## src/rtl/ex_operand_stage.sv

```systemverilog
// ID->EX pipeline register with MEM/WB operand forwarding and load-use hazard detection.
// Drives ALU operands combinationally from the EX slot; handles stall (hold) and flush (bubble).
module ex_operand_stage #(
  parameter int                 XLEN    = 32,
  parameter int                 ALUOP_W = 4,
  parameter logic [ALUOP_W-1:0] ALU_XXX = '1
) (
  input  logic               clk,
  input  logic               rst_n,
  input  logic               id_valid_i,
  input  logic [XLEN-1:0]    id_pc_i,
  input  logic [4:0]         id_rs1_i,
  input  logic [4:0]         id_rs2_i,
  input  logic               id_rs1_used_i,
  input  logic               id_rs2_used_i,
  input  logic [XLEN-1:0]    id_rs1_data_i,
  input  logic [XLEN-1:0]    id_rs2_data_i,
  input  logic [XLEN-1:0]    id_imm_i,
  input  logic [1:0]         id_a_sel_i,
  input  logic [1:0]         id_b_sel_i,
  input  logic [ALUOP_W-1:0] id_alu_op_i,
  input  logic [4:0]         id_rd_i,
  input  logic               id_we_i,
  input  logic               id_is_load_i,
  input  logic               stall_i,
  input  logic               flush_i,
  input  logic               mem_we_i,
  input  logic [4:0]         mem_rd_i,
  input  logic [XLEN-1:0]    mem_data_i,
  input  logic               wb_we_i,
  input  logic [4:0]         wb_rd_i,
  input  logic [XLEN-1:0]    wb_data_i,
  output logic [XLEN-1:0]    alu_a_o,
  output logic [XLEN-1:0]    alu_b_o,
  output logic [ALUOP_W-1:0] alu_op_o,
  output logic               ex_valid_o,
  output logic [4:0]         ex_rd_o,
  output logic               ex_we_o,
  output logic               ex_is_load_o,
  output logic [XLEN-1:0]    ex_pc_o,
  output logic [XLEN-1:0]    ex_store_data_o,
  output logic               load_use_stall_o
);

  logic                     valid_q, valid_d;
  logic                     we_q, we_d;
  logic                     is_load_q, is_load_d;
  logic [4:0]               rd_q, rd_d;
  logic [XLEN-1:0]          pc_q, pc_d;
  logic [XLEN-1:0]          imm_q, imm_d;
  logic [1:0]               a_sel_q, a_sel_d;
  logic [1:0]               b_sel_q, b_sel_d;
  logic [ALUOP_W-1:0]       alu_op_q, alu_op_d;
  // Index 0 is rs1, index 1 is rs2.
  logic [1:0][4:0]          rs_q, rs_d;
  logic [1:0][XLEN-1:0]     rs_data_q, rs_data_d;
  logic [1:0][XLEN-1:0]     fwd;
  logic [1:0][4:0]          id_rs;
  logic [1:0][XLEN-1:0]     id_rs_data;
  logic                     load_use;

  assign id_rs      = {id_rs2_i, id_rs1_i};
  assign id_rs_data = {id_rs2_data_i, id_rs1_data_i};

  // MEM is the younger producer, so it takes precedence over WB; x0 is hardwired zero.
  genvar gi;
  generate
    for (gi = 0; gi < 2; gi++) begin : g_fwd
      assign fwd[gi] = (rs_q[gi] == 5'd0)                      ? '0         :
                       (mem_we_i && (mem_rd_i == rs_q[gi]))    ? mem_data_i :
                       (wb_we_i  && (wb_rd_i  == rs_q[gi]))    ? wb_data_i  :
                                                                 rs_data_q[gi];
    end
  endgenerate

  assign load_use = valid_q && is_load_q && (rd_q != 5'd0) && id_valid_i && !flush_i &&
                    ((id_rs1_used_i && (id_rs1_i == rd_q)) ||
                     (id_rs2_used_i && (id_rs2_i == rd_q)));

  always_comb begin
    valid_d   = valid_q;
    we_d      = we_q;
    is_load_d = is_load_q;
    rd_d      = rd_q;
    pc_d      = pc_q;
    imm_d     = imm_q;
    a_sel_d   = a_sel_q;
    b_sel_d   = b_sel_q;
    alu_op_d  = alu_op_q;
    rs_d      = rs_q;
    rs_data_d = rs_data_q;
    if (stall_i) begin
      // Held operands absorb results retiring meanwhile, or WB data would be lost.
      rs_data_d = fwd;
    end else begin
      rd_d      = id_rd_i;
      pc_d      = id_pc_i;
      imm_d     = id_imm_i;
      a_sel_d   = id_a_sel_i;
      b_sel_d   = id_b_sel_i;
      rs_d      = id_rs;
      rs_data_d = id_rs_data;
      if (flush_i || load_use) begin
        valid_d   = 1'b0;
        we_d      = 1'b0;
        is_load_d = 1'b0;
        alu_op_d  = ALU_XXX;
      end else begin
        valid_d   = id_valid_i;
        we_d      = id_we_i & id_valid_i;
        is_load_d = id_is_load_i;
        alu_op_d  = id_alu_op_i;
      end
    end
  end

  always_ff @(posedge clk or negedge rst_n) begin
    if (!rst_n) begin
      valid_q   <= 1'b0;
      we_q      <= 1'b0;
      is_load_q <= 1'b0;
      rd_q      <= '0;
      pc_q      <= '0;
      imm_q     <= '0;
      a_sel_q   <= '0;
      b_sel_q   <= '0;
      alu_op_q  <= ALU_XXX;
      rs_q      <= '0;
      rs_data_q <= '0;
    end else begin
      valid_q   <= valid_d;
      we_q      <= we_d;
      is_load_q <= is_load_d;
      rd_q      <= rd_d;
      pc_q      <= pc_d;
      imm_q     <= imm_d;
      a_sel_q   <= a_sel_d;
      b_sel_q   <= b_sel_d;
      alu_op_q  <= alu_op_d;
      rs_q      <= rs_d;
      rs_data_q <= rs_data_d;
    end
  end

  always_comb begin
    case (a_sel_q)
      2'd0:    alu_a_o = fwd[0];
      2'd1:    alu_a_o = pc_q;
      default: alu_a_o = '0;
    endcase
    case (b_sel_q)
      2'd0:    alu_b_o = fwd[1];
      2'd1:    alu_b_o = imm_q;
      2'd2:    alu_b_o = XLEN'(4);
      default: alu_b_o = '0;
    endcase
  end

  assign alu_op_o         = alu_op_q;
  assign ex_valid_o       = valid_q;
  assign ex_rd_o          = rd_q;
  assign ex_we_o          = we_q;
  assign ex_is_load_o     = is_load_q;
  assign ex_pc_o          = pc_q;
  assign ex_store_data_o  = fwd[1];
  assign load_use_stall_o = load_use;

endmodule

```

## config.mk

```make
export PLATFORM = sky130hd
export DESIGN_NAME = ex_operand_stage
export DESIGN_NICKNAME = d
export VERILOG_FILES = /design/src/rtl/ex_operand_stage.sv
export SDC_FILE = /design/constraint.sdc
export NUM_CORES = 1
export LEC_CHECK = 0
export CAP_MARGIN = 40
export CELL_PAD_IN_SITES_DETAIL_PLACEMENT = 0
export CELL_PAD_IN_SITES_GLOBAL_PLACEMENT = 1
export CORE_MARGIN = 5
export CORE_UTILIZATION = 32
export DETAILED_ROUTE_END_ITERATION = 6
export GPL_TIMING_DRIVEN = 0
export HOLD_SLACK_MARGIN = 0.15
export PLACE_DENSITY_LB_ADDON = 0.1
export SYNTH_ARGS = -nofsm -noshare
export SYNTH_HDL_FRONTEND = slang
export SYNTH_SLANG_ARGS = --single-unit
```

## constraint.sdc

```tcl
create_clock -name clk -period 2.8 [get_ports clk]
set_clock_uncertainty 0.15 [all_clocks]
set_input_delay 0.56 -clock clk [delete_from_list [all_inputs] [get_ports clk]]
set_output_delay 0.56 -clock clk [all_outputs]
set_load 0.005 [all_outputs]
```

==> flow_summary_export.csv <==
group,metric,value,unit
timing,min_period_over_period,123,%
run_status,outcome,"finished, violations left",
timing,rsz0062_at_grt,"true",
flow_run,maxCapViolations,0,
clock_tree,clkTransAtPathRegs,70,ps
synthesis,synth_cell_type_count,36,
synthesis,synth_top_area_cell,"dfrtp_1",
placed_design,placed_area,0.0129,sq mm
timing,setup_slack,-651,ps
finish,final_util,62.1,%
setup_path,criticalPathCategory,"in2out",
finish,fin_area,0.0167,sq mm
timing,fin_crit,3450,ps
timing,drv_slew,0,
clock_tree,cts_tree,"built",
finish,area_growth,92.0,%
timing,final-setup-viol-count,96,
clock_tree,cts_root_buffer,"clkbuf_16",
clock_tree,clock_path_buffers,2,
synthesis,syn_area_per_cell,10.4,sq um
die,core,0.0269,sq mm
routing,drtPass1Iterations,5,
synthesis,syn_nets,1073,
routing,drt-total-wl,43600,microns
synthesis,syn_area,0.00870,sq mm
setup_path,critPathMaxFanout,5,
die,die_h,175,microns
timing,clock.fmax,0.290,GHz
routing,wire_per_inst,25.1,microns
clock_tree,cts-htree-levels,4,
die,initial_utilization,32.4,%
setup_path,crit_buf_inv,6,
die,rows,60,
global_route,track_usage,27.3,%
die,ioPinCount,377,
setup_path,cp_slowest_stage_delay,470,ps
routing,vias,9211,
placed_design,dp_cells,1555,
global_route,grt_pass1_vias,9903,
routing,antenna_left,0,
power_and_ir_drop,ir_worst_vdd,0.000363,V
finish,layout.cells.non_filler,1738,
finish,final_common_cell,"clkdlybuf4s50_1",
clock_tree,clock-sinks,154,
die,die-area,0.0306,sq mm
timing,hold_violations,0,
clock_tree,numCtsBuffers,17,
finish,multi_input_area,0.00576,sq mm
synthesis,synth-warning-count,0,
global_route,grt_max_degree,81,
setup_path,crit_start,"wb_rd_i[2]",
die,die_w,175,microns
setup_path,crit_required,2090,ps
timing,worst_pin_slew,943,ps
synthesis,synth_edf_count,0,
timing,hold_ws,293,ps
setup_path,r2r_start,"rs_q[8]$_DFFE_PN0N_",
finish,regArea,0.00387,sq mm
setup_path,r2r_setup_slack,110,ps
setup_path,cp_top_family,"buffers and inverters",
finish,layout.nets,1619,
setup_path,end_kind,"output port",
setup_path,crit_chain,"dlygate4sd2_1 -> xnor2_2 -> nand3_1 -> or3_4 -> buf_12 -> buf_16 -> buf_8 -> a221oi_4 -> buf_4 -> o31ai_2 -> buf_2",
synthesis,synth_cells,837,
global_route,gr-total-overflow,0,
routing,route.detailed.drc,0,
placed_design,io_buffer_count,375,
synthesis,ys_async_sr_fraction,100,%
setup_path,arrival,2740,ps
routing,dr.first_iter.drc_count,526,
global_route,antenna_found_initial,1,
timing,slew-limit-headroom,37.1,%
run_status,violations,"negative setup slack",
synthesis,synth.area.top_cells,"dfrtp_1 (43%), mux2_2 (11%), a221oi_2 (8.6%), o32ai_1 (6.4%), o31ai_1 (5.4%)",
synthesis,yosys.area.top_type_share,43.2,%
synthesis,synth_ff_type,"dfrtp_1",
finish,nFillCells,2269,
placed_design,place.gp.congestion,0.830,
global_route,grt_first_pass_wirelength,63600,microns
placed_design,place_hpwl,29200,microns
power_and_ir_drop,leakagePower,0.00691,uW
synthesis,yosys_register_bits,154,
setup_path,cp-start-kind,"primary input",
hold_path,hp-class,"in2reg",
synthesis,yosysSeqAreaShare,44.4,%
hold_path,hp-start,"id_rs2_i[3]",
finish,final_layout_size_suffix_gt1_share,42.7,%
power_and_ir_drop,powerDensity,470,mW/mm^2
routing,vias_per_cell,5.30,
finish,most-common-layout-cells,"clkdlybuf4s50_1 (262), dfrtp_1 (144), buf_2 (95), buf_4 (85), mux2_2 (83)",
clock_tree,clock_latency,430,ps
setup_path,cp_slowest_cell,"or3_4",
-- state kept, by name (all words and copies together), names as in the netlist --
register / count
ex_we_o: 1
ex_is_load_o: 1
rs_q: 10
b_sel_q: 2
a_sel_q: 2
imm_q: 32
alu_op_o: 4
ex_rd_o: 5
ex_pc_o: 32
ex_valid_o: 1
rs_data_q: 64
-- layout make-up --
class | instances | share of cell area [%]
buffer | 65 | 3.85
tap | 341 | 2.56
clock buffer | 18 | 2.63
antenna | 2 | 0.0300
multi-input combinational | 545 | 34.5
timing repair buffer | 534 | 30.6
clock inverter | 13 | 1.15
sequential | 154 | 23.2
inverter | 66 | 1.48
-- repair_timing --
| item | in CTS | in global routing |
|---|---|---|
| hold endpoints to repair | 70 | 0 |
| pin swaps | 143 | 73 |
| hold buffers | 1 | 0 |
| setup endpoints to repair | 97 | 97 |
| buffers inserted | 99 | 56 |
| gates resized for setup | 744 | 96 |
| cloned | 9 | 6 |
-- routing by layer --
metal  track usage (%)  vias to the layer above  part of all wire [%]  wire, microns
li1                  -                     4206                     -              -
met1              33.6                     4613                    40          17600
met2              48.1                      350                    51          22100
met3              7.92                       42                   7.4           3240
met4              5.14                        0                   1.5            668
met5                 0                        -                     0              0
-- synth_stat cells, types with 14 or more instances --
cell type	n
mux2_2	83
xnor2_1	16
o31ai_1	63
dfrtp_1	150
nand2_1	70
inv_1	66
nor2_1	70
nor3_1	33
a221oi_2	50
xor2_1	14
clkbuf_1	49
and2_1	32
buf_2	15
o32ai_1	64
-- metrics by stage --
| step | setup slack [ps] | TNS (ps) | total power (uW) |
|---|---|---|---|
| floorplan | 139 | 0 | 3470 |
| global placement | -6030 | -1049520 | 4710 |
| detailed placement | -1470 | -132080 | 4720 |
| CTS | -691 | -49990 | 7670 |
| global route | -744 | -60940 | 8150 |
| finish | -651 | -51730 | 7840 |
-- power breakdown --
group / switching [uW] / internal (uW)
Clock: 1060 / 1520
Combinational: 1110 / 1480
Sequential: 206 / 2460
-- worst paths after layout --
path / to / cells after the start
max: alu_b_o[12] / 11
min: rs_q[8]$_DFFE_PN0N_ / 2
max reg2reg: rs_data_q[61]$_DFF_PN0_ / 5
min reg2reg: ex_we_o$_DFFE_PN0N_ / 2
max in group asynchronous: rs_data_q[48]$_DFF_PN0_ / 3
min in group asynchronous: ex_rd_o[3]$_DFFE_PN0N_ / 2
-- cell families after synthesis --
kind of cell / synth area share, %
DFF: 44.4
buffers and inverters: 6.53
and+or+nand+nor: 11.9
xor gates and xnor gates: 3.02
AOI/OAI and AO/OA: 23.4
muxes: 10.7
(Power assumes the default switching activity.)
